**src/rtl/if_fetch_unit.sv**
```systemverilog
// if_fetch_unit: PC owner, imem requester and 2-entry fetch queue feeding the IF/ID register
module if_fetch_unit #(
    parameter logic [31:0] RESET_PC = 32'h0000_0000,
    parameter logic [31:0] BUBBLE   = 32'hFC00_0000
) (
    input  logic        clk,
    input  logic        rst_n,
    input  logic        stall,
    input  logic        redirect,
    input  logic [31:0] redirect_pc,
    output logic        imem_req,
    output logic [31:0] imem_addr,
    input  logic        imem_ready,
    input  logic [31:0] imem_rdata,
    output logic        valid_out,
    output logic [5:0]  ctr,
    output logic [5:0]  funcode,
    output logic [31:0] instru,
    output logic [31:0] nextpc
);
    typedef enum logic [1:0] {IDLE, REQ, DISCARD} state_t;

    state_t      state_q;
    logic [31:0] pc_q, addr_q;
    logic        req_q;
    logic [1:0]  count_q, count_d;
    logic [31:0] instr_q [2];
    logic [31:0] npc_q [2];
    logic        pop, done, push, wr_idx;

    assign valid_out = count_q != 2'd0;
    assign pop       = valid_out && !stall && !redirect;
    assign done      = req_q && imem_ready;
    assign push      = done && state_q == REQ && !redirect;
    assign count_d   = redirect ? 2'd0 : count_q - {1'b0, pop} + {1'b0, push};
    // first free slot once this cycle's pop has shifted the queue
    assign wr_idx    = pop ? count_q[1] : count_q[0];

    assign imem_req  = req_q;
    assign imem_addr = addr_q;
    assign instru    = valid_out ? instr_q[0] : BUBBLE;
    assign nextpc    = valid_out ? npc_q[0] : 32'h0;
    assign ctr       = instru[31:26];
    assign funcode   = instru[5:0];

    // Queue storage: shift toward the head on pop, append fetched word on push
    always_ff @(posedge clk or negedge rst_n) begin
        if (!rst_n) begin
            instr_q[0] <= 32'h0;
            instr_q[1] <= 32'h0;
            npc_q[0]   <= 32'h0;
            npc_q[1]   <= 32'h0;
        end else begin
            if (pop) begin
                instr_q[0] <= instr_q[1];
                npc_q[0]   <= npc_q[1];
            end
            if (push) begin
                instr_q[wr_idx] <= imem_rdata;
                npc_q[wr_idx]   <= pc_q + 32'd4;
            end
        end
    end

    // Fetch FSM with registered request/address; redirect overrides stall and push
    always_ff @(posedge clk or negedge rst_n) begin
        if (!rst_n) begin
            state_q <= IDLE;
            pc_q    <= RESET_PC;
            addr_q  <= RESET_PC;
            req_q   <= 1'b0;
            count_q <= 2'd0;
        end else begin
            count_q <= count_d;
            if (redirect)
                pc_q <= redirect_pc;
            else if (push)
                pc_q <= pc_q + 32'd4;
            case (state_q)
                IDLE: begin
                    if (redirect || count_d != 2'd2) begin
                        state_q <= REQ;
                        req_q   <= 1'b1;
                        addr_q  <= redirect ? redirect_pc : pc_q;
                    end
                end
                REQ: begin
                    if (redirect) begin
                        if (done)
                            addr_q <= redirect_pc;
                        else
                            state_q <= DISCARD;
                    end else if (done) begin
                        addr_q <= pc_q + 32'd4;
                        if (count_d == 2'd2) begin
                            state_q <= IDLE;
                            req_q   <= 1'b0;
                        end
                    end
                end
                DISCARD: begin
                    if (done) begin
                        state_q <= REQ;
                        addr_q  <= redirect ? redirect_pc : pc_q;
                    end
                end
                default: begin
                    state_q <= IDLE;
                    req_q   <= 1'b0;
                end
            endcase
        end
    end
endmodule

```
**config.mk**
```make
export PLATFORM = sky130hd
export DESIGN_NAME = if_fetch_unit
export DESIGN_NICKNAME = d
export VERILOG_FILES = /design/src/rtl/if_fetch_unit.sv
export SDC_FILE = /design/constraint.sdc
export NUM_CORES = 1
export LEC_CHECK = 0
export BUFFER_PORTS_ARGS = -buffer_cell sky130_fd_sc_hd__clkbuf_2
export CAP_MARGIN = 20
export CORE_AREA = 2 2 139 175
export DETAILED_ROUTE_END_ITERATION = 12
export DIE_AREA = 0 0 141 177
export PLACE_DENSITY = 0.76
export SYNTH_ARGS = -nofsm -noshare
export SYNTH_HDL_FRONTEND = slang
export SYNTH_SLANG_ARGS = --single-unit
```
**constraint.sdc**
```tcl
create_clock -name clk -period 3.7 [get_ports clk]
set_input_delay 0.74 -clock clk [delete_from_list [all_inputs] [get_ports clk]]
set_output_delay 0.74 -clock clk [all_outputs]
set_load 0.005 [all_outputs]
```
==> metrics.txt <==
initial antenna violation count=1; post-synth top area cell=dfrtp_1; Congestion Overflow GR=0; clk buf depth=2; Net count, final=1274; die width=141 µm; FF+latch count, synth=197; # H-tree levels=4; area delta synth->final=16.3%; worst-path cell chain=nand2b_1 -> or3_1 -> ha_1 -> inv_1 -> ha_1 -> xnor3_1 -> nor3_1 -> a21o_1 -> buf_4 -> nor3_1 -> a211oi_1; Reg2Reg Depth=11; max-slew violation count=0; initial DRC count=555; Yosys Warn Count=0; layout cells sized above 1=27.0%; sequential-to-total area share from yosys stat=47.8%; setup TNS=0 ns; most numerous cell in the Yosys netlist=dfrtp_1; Mapped Cells=1085; Yosys top cell area share=47.8%; kind of critical path=register to register; Sw Share=34.4%; Sink Count=197; placed instance count=1475; period utilization=86.9%; Core Area=0.0234 mm²; io pins=179; Clk pwr share=23.5%; Synth cell types=62; vias=8377; FP Rows=63; drt drc=0; Async SR Flop Fraction=100%; area post-placement=0.0113 mm²; Worst Path Max Fanout=29; Starting Density=44.0%; Comb pwr share=34.3%; Final setup viols=0; worst-skew pair later-pin latency=0.44 ns; CTS Hold Bufs=0; Total GRT Usage=20.8%; first-pass GRT wire length=41.1 mm; clock-pin slew on the worst setup and hold paths=0.07 ns; WL final=25.7 mm; Leakage Power=0.00552 µW; worst min path class=input pin to asynchronous set/reset pin; CP Buf/Inv Count=2; skew final=0.0120 ns; Design Area, Final=0.0120 mm²; Num CTS Buffers=17; Top Family by Delay on Critical Path=simple AND/OR/NAND/NOR gates; CP peak stage delay=0.50 ns; Synth top cells by count=dfrtp_1, nand2_1, nor2_1, mux2_2, and2_1; leading register cell type out of synthesis=dfrtp_1; final std cells w/o fill=1508; crit path launch type=register; Post-synth EDFFs=0; Via density=5.56; register share of total power=42.2%; hpwl dp=17.8 mm; Worst path slowest cell=dfrtp_1; outcome=complete, no violations; die area=0.0250 mm²; WP data required=4.05 ns; Crit path arrival time=3.57 ns; final hold violation count=0; Net Count, Synth=1157; Buffers on Ports=178; Slew Limit Headroom=44.5%; Switch Pwr=2960 µW; Internal=5650 µW; dominant cells by area after synthesis=dfrtp_1, mux2_2, nand2_1; Peak supply drop=0.000349 V; PD cells=719 mW/mm²; DR WL/cell=17.1 µm; Critical Path Stages=11; layout filler cell count=2124; post-cts gate resize count=0; crit end category=register; Worst Tran Pin Value=0.826 ns; CTS Root Cell=clkbuf_16; GP Congestion=0.900; max-cap check violation count=0; largest net degree at the start of global routing=88; syn_area_per_cell=9.50 µm²; post-CTS setup repair buffer count=0; Final ANT Viol Nets=0; Die Ht=177 µm; Power Total=8620 µW; Fmax achieved=311 MHz; RSZ-0062 raised after global routing=no; Final min period=3.22 ns; vias in the first global route=8142; Mapped Area=0.0103 mm²; CTS tree=yes; drt pass-1 iters=5
-- power by group through the flow --
stage / logic [µW] / clock network [µW] / registers (µW)
final: 2950 / 2030 / 3640
after global routing: 3310 / 2150 / 3750
after CTS: 2990 / 2070 / 3630
after detailed placement: 2980 / 0 / 3670
after global placement: 2890 / 0 / 3630
after floorplan: 2110 / 0 / 3450
-- path summary, 6_finish.rpt --
check	from	end	slack (ns)
hold / removal	rst_n	asynchronous set/reset pin	0.32
hold reg to reg	imem_addr[2]	imem_addr[2]	0.49
max in group asynchronous	rst_n	pc_q[13]	2.61
setup reg to reg	state_q[1]	imem_addr[20]	0.48
min in group clk	imem_addr[2]	imem_addr[2]	0.49
setup / recovery	state_q[1]	imem_addr[20]	0.48
-- layout make-up --
class | count | area, µm² | share of cell area, %
repair buffers | 201 | 1130 | 9.46
well taps | 292 | 365 | 3.05
flip-flops and latches | 197 | 4930 | 41.1
clock inverters | 11 | 169 | 1.41
diodes | 1 | 2.50 | 0.0209
inverters | 7 | 26.3 | 0.219
clock buffers | 21 | 480 | 4.01
multi-input cells | 778 | 4880 | 40.7
-- layout by cell type, fill, tap and decap left out, types with 5 or more instances in the layout --
cell,synthesis,layout
clkbuf_8,0,5
xor2_1,33,33
o311ai_0,7,7
nand3_1,23,23
and3_1,10,10
dfrtp_1,197,197
a21o_1,5,5
buf_4,17,18
mux2i_1,12,12
inv_1,6,6
nand2b_1,13,12
nor3_1,17,17
nand4_1,14,14
clkbuf_2,2,177
clkbuf_16,0,17
nor4_1,10,10
xnor2_1,31,31
buf_12,0,5
a21boi_0,5,5
a21oi_1,35,35
nand2_1,164,163
and2_1,61,61
a31oi_1,53,53
nor2_1,103,103
o21ai_0,42,42
mux2_2,80,80
-- cells by family after synthesis --
group	count (synthesis)	share of synthesized area, %
multiplexers	92	9.90
XOR/XNOR	65	5.65
AO/OA/AOI/OAI	175	10.5
adder cells (fa/ha/maj)	4	0.461
flip-flops	197	47.8
AND/OR/NAND/NOR	442	20.7
buffers and inverters	110	4.99
-- layer usage --
layer  vias to the layer above  part of all wire, %  wire, µm  global-route usage, %
li1                       3950                    -         -                      -
met1                      4050                   44     11300                   26.9
met2                       323                   47     12100                   34.2
met3                        54                  6.4      1640                   4.44
met4                         0                  2.9       757                   8.46
met5                         -                    0         0                      0
-- metrics by stage --
stage | hold WS, ns | utilization, % | worst slack [ns]
6_report | 0.315 | 51.2 | 0.483
5_1_grt | 0.373 | 51.2 | 0.272
4_1_cts | 0.364 | 51.2 | 0.507
3_5_place_dp | 0.480 | 48.4 | 0.311
3_3_place_gp | 0.463 | 48.4 | 0.399
2_1_floorplan | 0.444 | - | 0.196
-- worst register-to-register path, cell delays in order, from the launching register on --
cell	delay [ns]
dfrtp_1	0.50
nand2b_1	0.21
or3_1	0.39
ha_1	0.30
inv_1	0.06
ha_1	0.14
xnor3_1	0.23
nor3_1	0.45
a21o_1	0.21
buf_4	0.32
nor3_1	0.09
a211oi_1	0.23
(Power assumes the default switching activity.)
